--- src/rtl/instr_fetch_if.sv ---
// Fetch-unit bus bundle: instruction ROM port, decode-side valid/ready stream
// and the execute redirect. master = fetch unit, slave = ROM/decode/execute side.
interface instr_fetch_if #(
    parameter int ADDR_W = 10
) ();
    logic [ADDR_W-1:0] imem_addr;
    logic [31:0]       imem_data;
    logic              out_valid;
    logic              out_ready;
    logic [31:0]       out_instr;
    logic [ADDR_W-1:0] out_pc;
    logic              out_folded;
    logic              redirect_valid;
    logic [ADDR_W-1:0] redirect_pc;

    modport master (
        output imem_addr, out_valid, out_instr, out_pc, out_folded,
        input  imem_data, out_ready, redirect_valid, redirect_pc
    );

    modport slave (
        input  imem_addr, out_valid, out_instr, out_pc, out_folded,
        output imem_data, out_ready, redirect_valid, redirect_pc
    );
endinterface

--- src/rtl/instr_fetch.sv ---
// Nova instruction fetch: PC register, same-cycle ROM capture into a small FIFO,
// optional folding of unconditional J at fetch, and flush-on-redirect.
module instr_fetch #(
    parameter int ADDR_W   = 10,
    parameter int RESET_PC = 0,
    parameter int DEPTH    = 2,
    parameter int FOLD_J   = 1
) (
    input  logic          clk,
    input  logic          rst,
    instr_fetch_if.master bus
);
    localparam int PTR_W = (DEPTH > 1) ? $clog2(DEPTH) : 1;
    localparam int CNT_W = $clog2(DEPTH + 1);

    logic [ADDR_W-1:0] pc_q, pc_d;
    logic [31:0]       instr_q [DEPTH];
    logic [ADDR_W-1:0] epc_q   [DEPTH];
    logic              fold_q  [DEPTH];
    logic [PTR_W-1:0]  rd_ptr_q, wr_ptr_q;
    logic [CNT_W-1:0]  count_q, count_d;

    logic head_valid, pop, push, fold;

    function automatic logic [PTR_W-1:0] ptr_inc(input logic [PTR_W-1:0] p);
        return (p == PTR_W'(DEPTH - 1)) ? '0 : p + 1'b1;
    endfunction

    assign head_valid = (count_q != '0);
    assign pop  = head_valid & bus.out_ready & ~bus.redirect_valid;
    // A full FIFO still accepts a word when the head leaves in the same cycle.
    assign push = ~bus.redirect_valid & ((count_q < CNT_W'(DEPTH)) | pop);
    assign fold = (FOLD_J != 0) && (bus.imem_data[31:26] == 6'h28);
    assign pc_d = fold ? bus.imem_data[ADDR_W-1:0] : pc_q + 1'b1;

    always_comb begin
        count_d = count_q;
        case ({push, pop})
            2'b10:   count_d = count_q + 1'b1;
            2'b01:   count_d = count_q - 1'b1;
            default: count_d = count_q;
        endcase
    end

    always_ff @(posedge clk) begin
        if (rst) begin
            pc_q     <= ADDR_W'(RESET_PC);
            count_q  <= '0;
            rd_ptr_q <= '0;
            wr_ptr_q <= '0;
        end else if (bus.redirect_valid) begin
            pc_q     <= bus.redirect_pc;
            count_q  <= '0;
            rd_ptr_q <= '0;
            wr_ptr_q <= '0;
        end else begin
            count_q <= count_d;
            if (push) begin
                pc_q     <= pc_d;
                wr_ptr_q <= ptr_inc(wr_ptr_q);
            end
            if (pop) begin
                rd_ptr_q <= ptr_inc(rd_ptr_q);
            end
        end
    end

    // Entry storage carries no reset; occupancy alone decides what is visible.
    always_ff @(posedge clk) begin
        if (push) begin
            instr_q[wr_ptr_q] <= bus.imem_data;
            epc_q[wr_ptr_q]   <= pc_q;
            fold_q[wr_ptr_q]  <= fold;
        end
    end

    assign bus.imem_addr  = pc_q;
    assign bus.out_valid  = head_valid;
    assign bus.out_instr  = head_valid ? instr_q[rd_ptr_q] : '0;
    assign bus.out_pc     = head_valid ? epc_q[rd_ptr_q]   : '0;
    assign bus.out_folded = head_valid & fold_q[rd_ptr_q];
endmodule

--- src/flat_wrapper.sv ---
// flat-port wrapper written by rule: the top's interface ports become plain ports
module instr_fetch_flat 
#(
    parameter int ADDR_W   = 10,
    parameter int RESET_PC = 0,
    parameter int DEPTH    = 2,
    parameter int FOLD_J   = 1
)
  (clk, rst, bus_imem_addr, bus_out_valid, bus_out_instr, bus_out_pc, bus_out_folded, bus_imem_data, bus_out_ready, bus_redirect_valid, bus_redirect_pc);
  instr_fetch_if #(.ADDR_W(ADDR_W)) bus_i ();
  input  logic clk;
  input  logic rst;
  output wire logic [$bits(bus_i.imem_addr)-1:0] bus_imem_addr;
  output wire logic [$bits(bus_i.out_valid)-1:0] bus_out_valid;
  output wire logic [$bits(bus_i.out_instr)-1:0] bus_out_instr;
  output wire logic [$bits(bus_i.out_pc)-1:0] bus_out_pc;
  output wire logic [$bits(bus_i.out_folded)-1:0] bus_out_folded;
  input wire logic [$bits(bus_i.imem_data)-1:0] bus_imem_data;
  input wire logic [$bits(bus_i.out_ready)-1:0] bus_out_ready;
  input wire logic [$bits(bus_i.redirect_valid)-1:0] bus_redirect_valid;
  input wire logic [$bits(bus_i.redirect_pc)-1:0] bus_redirect_pc;
  assign bus_imem_addr = bus_i.imem_addr;
  assign bus_out_valid = bus_i.out_valid;
  assign bus_out_instr = bus_i.out_instr;
  assign bus_out_pc = bus_i.out_pc;
  assign bus_out_folded = bus_i.out_folded;
  assign bus_i.imem_data = bus_imem_data;
  assign bus_i.out_ready = bus_out_ready;
  assign bus_i.redirect_valid = bus_redirect_valid;
  assign bus_i.redirect_pc = bus_redirect_pc;
  instr_fetch #(.ADDR_W(ADDR_W), .RESET_PC(RESET_PC), .DEPTH(DEPTH), .FOLD_J(FOLD_J)) u_core (.clk(clk), .rst(rst), .bus(bus_i));
endmodule
--- config.mk ---
export PLATFORM = sky130hd
export DESIGN_NAME = instr_fetch_flat
export DESIGN_NICKNAME = d
export VERILOG_FILES = /design/src/rtl/instr_fetch_if.sv /design/src/rtl/instr_fetch.sv /design/src/flat_wrapper.sv
export SDC_FILE = /design/constraint.sdc
export NUM_CORES = 1
export LEC_CHECK = 0
export ABC_CLOCK_PERIOD_IN_PS = 2700
export CAP_MARGIN = 10
export CORE_ASPECT_RATIO = 0.5
export CORE_MARGIN = 3
export CORE_UTILIZATION = 25
export CTS_CLUSTER_DIAMETER = 60
export DETAILED_ROUTE_END_ITERATION = 6
export GPL_ROUTABILITY_DRIVEN = 0
export HOLD_SLACK_MARGIN = 0.05
export PLACE_DENSITY_LB_ADDON = 0.25
export SLEW_MARGIN = 20
export SYNTH_ARGS = -nofsm -noshare
export SYNTH_HDL_FRONTEND = slang
export SYNTH_SLANG_ARGS = --single-unit
export TNS_END_PERCENT = 100
--- constraint.sdc ---
create_clock -name clk -period 2.7 [get_ports clk]
set_input_delay 0.27 -clock clk [delete_from_list [all_inputs] [get_ports clk]]
set_output_delay 0.27 -clock clk [all_outputs]
set_load 0.01 [all_outputs]
==> impl_metrics.tcl <==
set metrics [dict create \
    status "finished, final reports clean" \
    initial_utilization_pct 26.5 \
    use_met1_pct 13.0 \
    synth_seq_area_share_pct 68.4 \
    setup_viol 0 \
    areaGrowthSynthToFinish_pct 37.8 \
    cts_buffers 9 \
    antenna_cells 0 \
    clock-sinks 101 \
    busiest_layer "met2" \
    swShare_pct 22.0 \
    drive_gt1_share_pct 7.89 \
    crit_type "flop to primary output" \
    io_buffer_count 99 \
    syn_inst 312 \
    synth-async-reset-ratio_pct 0 \
    htreeDepth 3 \
    postCtsSetupRepairBufs 0 \
    synth-edff-count 86 \
    first_pass_iters 4 \
    dieArea_mm2 0.0186 \
    layout_common_cells "99 x clkdlybuf4s50_1, 86 x edfxtp_1, 55 x nor2_1, 43 x mux2i_1, 14 x dfxtp_1" \
    wirelength_um 9880 \
    vias 2818 \
    crit_buf_inv 2 \
    end_kind "primary output" \
    worstPathMaxFanout 19 \
    vias_per_cell 4.41 \
    root_buffer "clkbuf_16" \
    internal-power_mw 2.66 \
    hp-class "input pin to flop" \
    p_per_area_mw_per_mm2 586 \
    yosys_warnings 0 \
    core_area_mm2 0.0159 \
    max_freq_ghz 0.431 \
    start_kind "flop" \
    drc 0 \
    synth_nets 360 \
    drv_cap 0 \
    hold_buffers 0 \
    gr-usage-all-layers_pct 10.6 \
    fin_crit_sh_pct 85.8 \
    num_rows 32 \
    fp.dieW_um 190 \
    arrival_ns 2.05 \
    antenna_left 0 \
    tightest_slew_ns 0.436 \
    tritoncts "done" \
    hold_violations 0 \
    overflow 0 \
    setup_tns_ns 0 \
    p_leak_nw 1.88 \
    ios 100 \
    power_frac_seq_pct 53.3 \
    cts_resized 0 \
    design_area_mm2 0.00581 \
    synthesis.area_mm2 0.00422 \
    clock_latency_ns 0.34 \
    layout_commonest_cell "clkdlybuf4s50_1" \
    clockPowerShare_pct 35.3 \
    p_sw_mw 0.751 \
    path_cells "nor2_4 > buf_4 > nor2_1 > clkdlybuf4s50_1" \
    maxSlewHeadroom_pct 70.8 \
    synth.distinct_cells 45 \
    crit_slowest_cell "clkdlybuf4s50_1" \
    initialDrtViolationCount 166 \
    synth_flop_cell "edfxtp_1" \
    cpPeakStageDelay_ns 0.52 \
    fin_skew_ns 0.00748 \
    grt_max_degree 44 \
    dp_hpwl_um 6590 \
    p_comb_share_pct 11.3 \
    use_met2_pct 18.9 \
    period_needed_ns 2.32 \
    crit_family "buffers and inverters" \
    required_ns 2.43 \
    die_y_um 97.8 \
    path_clk_slew_ns 0.07 \
    avgSynthCellArea_um2 13.5 \
    worst_ir_drop_vdd_uv 317 \
    grt_first_pass_wirelength_um 15300 \
    rsz0062_at_grt "false" \
    ys_ff_latch 101 \
    wl_per_cell_um 15.5 \
    clockBufferDepth 2 \
    layout.nets 461 \
    grt_pass1_vias 2836 \
    antenna_found_initial 0 \
    placed_area_mm2 0.00553 \
    use_met3_pct 2.83 \
    slew_violations 0 \
]
[sequential cells by signal, summed over array words and instances, names as in the netlist, named ones only]
name,flops
u_core.bus.imem_addr,10
u_core.count_q,2
u_core.epc_q,20
u_core.fold_q,2
u_core.instr_q,64
u_core.rd_ptr_q,1
u_core.wr_ptr_q,1
[Yosys cell counts (3+ instances only)]
| cell | instances | area [um2] |
|---|---|---|
| edfxtp_1 | 86 | 2580 |
| nor2_1 | 57 | 214 |
| mux2i_1 | 43 | 430 |
| dfxtp_1 | 15 | 300 |
| clkbuf_1 | 14 | 52.6 |
| o21ai_0 | 10 | 50.1 |
| a21oi_1 | 9 | 45.0 |
| inv_1 | 9 | 33.8 |
| nor3_1 | 5 | 25.0 |
| or3_1 | 5 | 31.3 |
| nand2_1 | 4 | 15.0 |
| a311o_1 | 3 | 30.0 |
| buf_1 | 3 | 11.3 |
| nand3_1 | 3 | 15.0 |
| nand4_1 | 3 | 18.8 |
| o21a_1 | 3 | 22.5 |
[final timing paths]
path	from	to	slack, ns	cells past startpoint
hold reg to reg	u_core.rd_ptr_q	flop	0.52	2
hold / removal	bus_imem_data[14]	u_core.instr_q[1][14]	0.51	1
setup reg to reg	u_core.bus.imem_addr[1]	u_core.bus.imem_addr[8]	0.66	5
setup / recovery	u_core.count_q[1]	bus_out_instr[31]	0.38	4
[logic make-up after synthesis]
kind of cell    count (synthesis)  share of synthesized area [%]
compound gates                 44                           7.69
xor+xnor                        4                          0.831
fa+ha+maj                       2                          0.593
buf+inv                        29                           2.79
flops                         101                           68.4
mux                            43                           10.2
simple gates                   89                           9.53
[power groups by stage]
| stage | Sequential, mW | Clock, mW | Combinational [mW] |
|---|---|---|---|
| after floorplan | 1.85 | 0 | 0.163 |
| final | 1.82 | 1.20 | 0.387 |
| after CTS | 1.82 | 1.25 | 0.395 |
| after detailed placement | 1.85 | 0 | 0.394 |
| after global placement | 1.85 | 0 | 0.392 |
| after global routing | 1.83 | 1.31 | 0.420 |
[layout make-up]
class / count / area [um2]
clock buffers: 13 / 260
fillers: 1595 / 10100
inverters: 10 / 37.5
repair buffers: 109 / 1100
multi-input cells: 182 / 1230
flip-flops and latches: 101 / 2880
clock inverters: 3 / 17.5
well taps: 221 / 277
[layer usage]
| layer | wire length, um | vias up |
|---|---|---|
| met1 | 4310 | 1398 |
| met4 | 92 | 0 |
| li1 | - | 1359 |
| met3 | 344 | 8 |
| met5 | 0 | - |
| met2 | 5130 | 53 |
[through the flow]
step | hold WS, ns | cells | setup slack, ns | power (mW) | utilization, %
floorplan | 0.369 | 312 | 0.466 | 2.01 | -
global placement | 0.489 | 623 | 0.333 | 2.24 | 34.7
detailed placement | 0.494 | 623 | 0.302 | 2.25 | 34.7
CTS | 0.493 | 639 | 0.344 | 3.46 | 36.5
global route | 0.505 | 639 | 0.222 | 3.56 | 36.5
finish | 0.508 | 639 | 0.382 | 3.41 | 36.5
(Power assumes the default switching activity.)
